File: src/rtl/compare_arbiter_if.sv
// Request/operand bus and result bus between the requesters and compare_arbiter.
// The master side drives requests and operands; the slave side returns grant and result.
interface compare_arbiter_if #(
  parameter int WIDTH = 4
);
  logic [3:0]         req;
  logic [4*WIDTH-1:0] a_in;
  logic [4*WIDTH-1:0] b_in;
  logic [3:0]         gnt;
  logic               busy;
  logic               done;
  logic [1:0]         done_id;
  logic               less;
  logic               equal;
  logic               greater;

  modport master (
    output req, a_in, b_in,
    input  gnt, busy, done, done_id, less, equal, greater
  );

  modport slave (
    input  req, a_in, b_in,
    output gnt, busy, done, done_id, less, equal, greater
  );
endinterface

File: src/rtl/compare_arbiter.sv
// One registered unsigned comparator shared by four requesters under round-robin
// arbitration; each comparison runs IDLE -> CMP -> DONE with fixed latency.
module compare_arbiter #(
  parameter int WIDTH = 4
) (
  input logic              clk,
  input logic              rst_n,
  compare_arbiter_if.slave bus
);

  localparam logic [1:0] ST_IDLE = 2'b00;
  localparam logic [1:0] ST_CMP  = 2'b01;
  localparam logic [1:0] ST_DONE = 2'b10;

  logic [1:0]       state_r;
  logic [3:0]       gnt_r;
  logic             busy_r;
  logic             done_r;
  logic [1:0]       done_id_r;
  logic             less_r;
  logic             equal_r;
  logic             greater_r;
  logic [1:0]       last_r;
  logic [1:0]       win_r;
  logic [WIDTH-1:0] a_r;
  logic [WIDTH-1:0] b_r;

  logic [1:0]       win_s;
  logic             found_s;
  logic [1:0]       cand_s;

  function automatic logic [3:0] onehot4(input logic [1:0] idx);
    return 4'b0001 << idx;
  endfunction

  // Round-robin pick: scan upward from the requester after the last winner.
  always_comb begin
    win_s   = 2'd0;
    found_s = 1'b0;
    cand_s  = 2'd0;
    for (int i = 0; i < 4; i++) begin
      cand_s = last_r + 2'd1 + i[1:0];
      if (!found_s && bus.req[cand_s]) begin
        found_s = 1'b1;
        win_s   = cand_s;
      end else begin
        found_s = found_s;
      end
    end
  end

  // Sequencer: grant and operand capture, comparison, result pulse.
  always_ff @(posedge clk or negedge rst_n) begin
    if (!rst_n) begin
      state_r   <= ST_IDLE;
      gnt_r     <= 4'd0;
      busy_r    <= 1'b0;
      done_r    <= 1'b0;
      done_id_r <= 2'd0;
      less_r    <= 1'b0;
      equal_r   <= 1'b0;
      greater_r <= 1'b0;
      last_r    <= 2'd3;
      win_r     <= 2'd0;
      a_r       <= '0;
      b_r       <= '0;
    end else begin
      case (state_r)
        ST_IDLE: begin
          if (|bus.req) begin
            a_r     <= bus.a_in[win_s*WIDTH +: WIDTH];
            b_r     <= bus.b_in[win_s*WIDTH +: WIDTH];
            gnt_r   <= onehot4(win_s);
            win_r   <= win_s;
            last_r  <= win_s;
            busy_r  <= 1'b1;
            state_r <= ST_CMP;
          end else begin
            gnt_r   <= 4'd0;
          end
        end
        ST_CMP: begin
          // Flags come from the latched operands only; bus changes are ignored.
          gnt_r     <= 4'd0;
          less_r    <= (a_r < b_r);
          equal_r   <= (a_r == b_r);
          greater_r <= (a_r > b_r);
          done_r    <= 1'b1;
          done_id_r <= win_r;
          state_r   <= ST_DONE;
        end
        ST_DONE: begin
          done_r  <= 1'b0;
          busy_r  <= 1'b0;
          state_r <= ST_IDLE;
        end
        default: begin
          gnt_r   <= 4'd0;
          done_r  <= 1'b0;
          busy_r  <= 1'b0;
          state_r <= ST_IDLE;
        end
      endcase
    end
  end

  assign bus.gnt     = gnt_r;
  assign bus.busy    = busy_r;
  assign bus.done    = done_r;
  assign bus.done_id = done_id_r;
  assign bus.less    = less_r;
  assign bus.equal   = equal_r;
  assign bus.greater = greater_r;

endmodule

File: src/flat_wrapper.sv
// flat-port wrapper written by rule: the top's interface ports become plain ports
module compare_arbiter_flat 
#(
  parameter int WIDTH = 4
)
  (clk, rst_n, bus_req, bus_a_in, bus_b_in, bus_gnt, bus_busy, bus_done, bus_done_id, bus_less, bus_equal, bus_greater);
  compare_arbiter_if #(.WIDTH(WIDTH)) bus_i ();
  input logic clk;
  input logic rst_n;
  input wire logic [$bits(bus_i.req)-1:0] bus_req;
  input wire logic [$bits(bus_i.a_in)-1:0] bus_a_in;
  input wire logic [$bits(bus_i.b_in)-1:0] bus_b_in;
  output wire logic [$bits(bus_i.gnt)-1:0] bus_gnt;
  output wire logic [$bits(bus_i.busy)-1:0] bus_busy;
  output wire logic [$bits(bus_i.done)-1:0] bus_done;
  output wire logic [$bits(bus_i.done_id)-1:0] bus_done_id;
  output wire logic [$bits(bus_i.less)-1:0] bus_less;
  output wire logic [$bits(bus_i.equal)-1:0] bus_equal;
  output wire logic [$bits(bus_i.greater)-1:0] bus_greater;
  assign bus_i.req = bus_req;
  assign bus_i.a_in = bus_a_in;
  assign bus_i.b_in = bus_b_in;
  assign bus_gnt = bus_i.gnt;
  assign bus_busy = bus_i.busy;
  assign bus_done = bus_i.done;
  assign bus_done_id = bus_i.done_id;
  assign bus_less = bus_i.less;
  assign bus_equal = bus_i.equal;
  assign bus_greater = bus_i.greater;
  compare_arbiter #(.WIDTH(WIDTH)) u_core (.clk(clk), .rst_n(rst_n), .bus(bus_i));
endmodule
File: config.mk
export PLATFORM = sky130hd
export DESIGN_NAME = compare_arbiter_flat
export DESIGN_NICKNAME = d
export VERILOG_FILES = /design/src/rtl/compare_arbiter_if.sv /design/src/rtl/compare_arbiter.sv /design/src/flat_wrapper.sv
export SDC_FILE = /design/constraint.sdc
export NUM_CORES = 1
export LEC_CHECK = 0
export ABC_CLOCK_PERIOD_IN_PS = 2400
export CORE_MARGIN = 8
export CORE_UTILIZATION = 40
export DETAILED_ROUTE_END_ITERATION = 10
export HOLD_SLACK_MARGIN = 0.06
export PLACE_DENSITY = 0.72
export SYNTH_ARGS = -nofsm -noshare
export SYNTH_HDL_FRONTEND = slang
export SYNTH_SLANG_ARGS = --single-unit
export TNS_END_PERCENT = 100
File: constraint.sdc
create_clock -name clk -period 2.4 [get_ports clk]
set_clock_uncertainty 0.1 [all_clocks]
set_input_delay 0.48 -clock clk [delete_from_list [all_inputs] [get_ports clk]]
set_output_delay 0.48 -clock clk [all_outputs]
set_load 0.005 [all_outputs]
==> results of run 1 <==
[stage by stage]
step / setup WS [ns] / util (%) / cells / power [mW] / setup TNS [ns]
floorplan: 0.577 / - / 147 / 1.48 / 0
global placement: 0.0132 / 58.1 / 241 / 1.86 / 0
detailed placement: -0.107 / 58.1 / 241 / 1.91 / -0.261
CTS: 0.245 / 58.9 / 245 / 2.09 / 0
global route: 0.161 / 58.9 / 245 / 2.27 / 0
finish: 0.239 / 58.9 / 245 / 2.08 / 0
[synthesized netlist by cell type, types with 4 or more instances]
cell and count:
a211oi_1 10, mux2i_1 8, o21ai_0 4, nand2_1 18, nor2_1 23, inv_1 11
ha_1 4, a221oi_1 7, a21oi_1 5, dfrtp_1 23
[registers in the layout, summed over array words and instances, names as in the netlist]
signal,count
u_core.a_r,4
u_core.b_r,4
u_core.bus.busy,1
u_core.bus.done,1
u_core.bus.done_id,2
u_core.bus.equal,1
u_core.bus.gnt,4
u_core.bus.greater,1
u_core.bus.less,1
u_core.last_r,2
u_core.state_r,2
u_core.win_r,2
[power breakdown]
part,internal [mW],switching [mW]
registers,0.637,0.157
clock network,0.0649,0.118
logic,0.563,0.537
[path summary, 6_finish.rpt]
path	startpoint	endpoint	slack [ns]	depth (start not counted)
max in group asynchronous	rst_n	u_core.last_r[0]	1.50	2
max reg2reg	u_core.last_r[1]	u_core.a_r[0]	0.39	5
max	bus_req[3]	u_core.a_r[0]	0.24	6
min	u_core.bus.busy	u_core.bus.busy	0.39	1
min reg2reg	u_core.bus.busy	u_core.bus.busy	0.39	1
min in group asynchronous	rst_n	u_core.bus.done_id[0]	0.41	2
[cell families after synthesis]
group | Yosys count
simple gates | 54
compound gates | 38
flops | 25
buf+inv | 16
mux | 10
fa+ha+maj | 4
[layer usage]
layer	GRT usage (%)	up-vias
met5	0	-
met4	5.87	0
met3	3.46	2
met2	24.0	44
met1	16.2	586
li1	-	624
[final cells by class]
| cell class | count | area (µm²) | area share, % |
|---|---|---|---|
| clock buffer | 4 | 26.3 | 1.34 |
| multi-input combinational | 106 | 693 | 35.3 |
| tap | 46 | 57.6 | 2.93 |
| sequential | 25 | 628 | 32.0 |
| timing repair buffer | 53 | 518 | 26.4 |
| inverter | 11 | 41.3 | 2.10 |
==> flow_summary.json, run 1 <==
{
  "outcome": "finished clean",
  "cts.reportedPaths.clkPinSlew_ns": 0.13,
  "grt.overflow.total": 0,
  "gr-usage-all-layers_pct": 14.0,
  "die-area_um2": 5640,
  "cts.sinks": 25,
  "synth_edf_count": 0,
  "finalHoldViolCount": 0,
  "die_h_um": 75.1,
  "grt_pass1_vias": 1362,
  "route.met2.wl_um": 1790,
  "power.density_nw_per_um2": 1060,
  "rsz0062_at_grt": "false",
  "syn_area_um2": 1400,
  "hold_buffers": 0,
  "netlist_top_cells_area": "dfrtp_1 (41%), nor2_1 (6.2%), mux2i_1 (5.7%)",
  "yosys.area_share.simple_pct": 17.4,
  "worstSkewPairLatency_ns": 0.31,
  "crit_arrival_ns": 2.25,
  "vias": 1256,
  "syn_inst": 147,
  "coreArea_um2": 3340,
  "cp_slowest_cell": "clkdlybuf4s50_1",
  "relSlewSlack_pct": 74.6,
  "synthMuxAreaShare_pct": 7.34,
  "drc": 0,
  "wl_met3_um": 243,
  "synth_top_family_by_area": "compound AO/OA/AOI/OAI gates",
  "cts_tree": "yes",
  "hp-class": "flop to flop",
  "path_class": "input pin to flop",
  "drtIter0Drc": 44,
  "synth-seq-area-share_pct": 44.9,
  "cts_resized": 0,
  "yosys.area.top_type": "dfrtp_1",
  "min_period_over_period_pct": 90.0,
  "synth_compound_area_share_pct": 21.3,
  "final_max_slew_viol_count": 0,
  "yosys_warnings": 0,
  "initial_utilization_pct": 41.9,
  "yosysUniqueCellTypes": 35,
  "worstPathCellList": "clkdlybuf4s50_1 > or2b_1 > o21ai_4 > a211o_1 > a221oi_1 > a211oi_1",
  "worstPathRequired_ns": 2.49,
  "final_antenna_net_count": 0,
  "leakagePower_nw": 0.871,
  "routed_wl_um": 3680,
  "synthAdderAreaFrac_pct": 3.58,
  "fillCellCount": 317,
  "cts_buffers": 3,
  "cts_root_buffer": "clkbuf_4",
  "max_stage_delay_ns": 0.47,
  "final_cell_mix": "clkdlybuf4s50_1 (48), nor2_1 (23), dfrtp_1 (23)",
  "crit_buf_inv": 1,
  "ys_ff_latch": 25,
  "final_area_um2": 1960,
  "antenna_found_initial": 0,
  "top_layer": "met4",
  "layout.nets": 242,
  "gp_congestion": 0.801,
  "post_cts.repair.setup_buffers": 0,
  "layout_commonest_cell": "clkdlybuf4s50_1",
  "grt_pass1_wl_um": 6120,
  "tightest_slew_ns": 0.381,
  "hpwl_um": 3050,
  "cap_violations": 0,
  "syn_area_per_cell_um2": 9.51,
  "pin_count": 49,
  "fin_hold_ws_ns": 0.394,
  "cp_top_family": "compound AO/OA/AOI/OAI gates",
  "clk_path_buf_depth": 2,
  "synth_xor_area_share_pct": 0,
  "routedWlPerCell_um": 15.0,
  "drt-met1-wl_um": 1610,
  "cts_htree_levels": 1,
  "cp_max_fo": 10,
  "die_x_um": 75.1,
  "ir_drop_mv": 0.517,
  "area_growth_syn_to_layout_pct": 40.6,
  "synth-async-reset-ratio_pct": 100,
  "rows": 21,
  "drive_gt1_share_pct": 9.05,
  "critPathCaptureType": "flop",
  "via_per_inst": 5.13,
  "antennaDiodeCount": 0,
  "synth_top_area_share_pct": 41.2,
  "port_buffers": 48,
  "ys.flop_type": "dfrtp_1",
  "fmax_mhz": 463,
  "dpl-instance-area_um2": 1940,
  "drt-pass1-iter-count": 4,
  "fin_crit_ns": 2.16,
  "syn_nets": 189,
  "setup_viol": 0,
  "grt_max_degree": 26,
  "cp-start-kind": "input pin"
}
Note: power is estimated with default switching activity, not from simulation.
==> run 2: changes to the inputs <==
--- a/config.mk
+++ b/config.mk
@@ -11,6 +11,7 @@
 export DETAILED_ROUTE_END_ITERATION = 10
 export HOLD_SLACK_MARGIN = 0.06
 export PLACE_DENSITY = 0.72
+export SLEW_MARGIN = 20
 export SYNTH_ARGS = -nofsm -noshare
 export SYNTH_HDL_FRONTEND = slang
 export SYNTH_SLANG_ARGS = --single-unit
==> results of run 2 <==
Same layout as run 1: the final DEF is identical, and so are final timing and power.
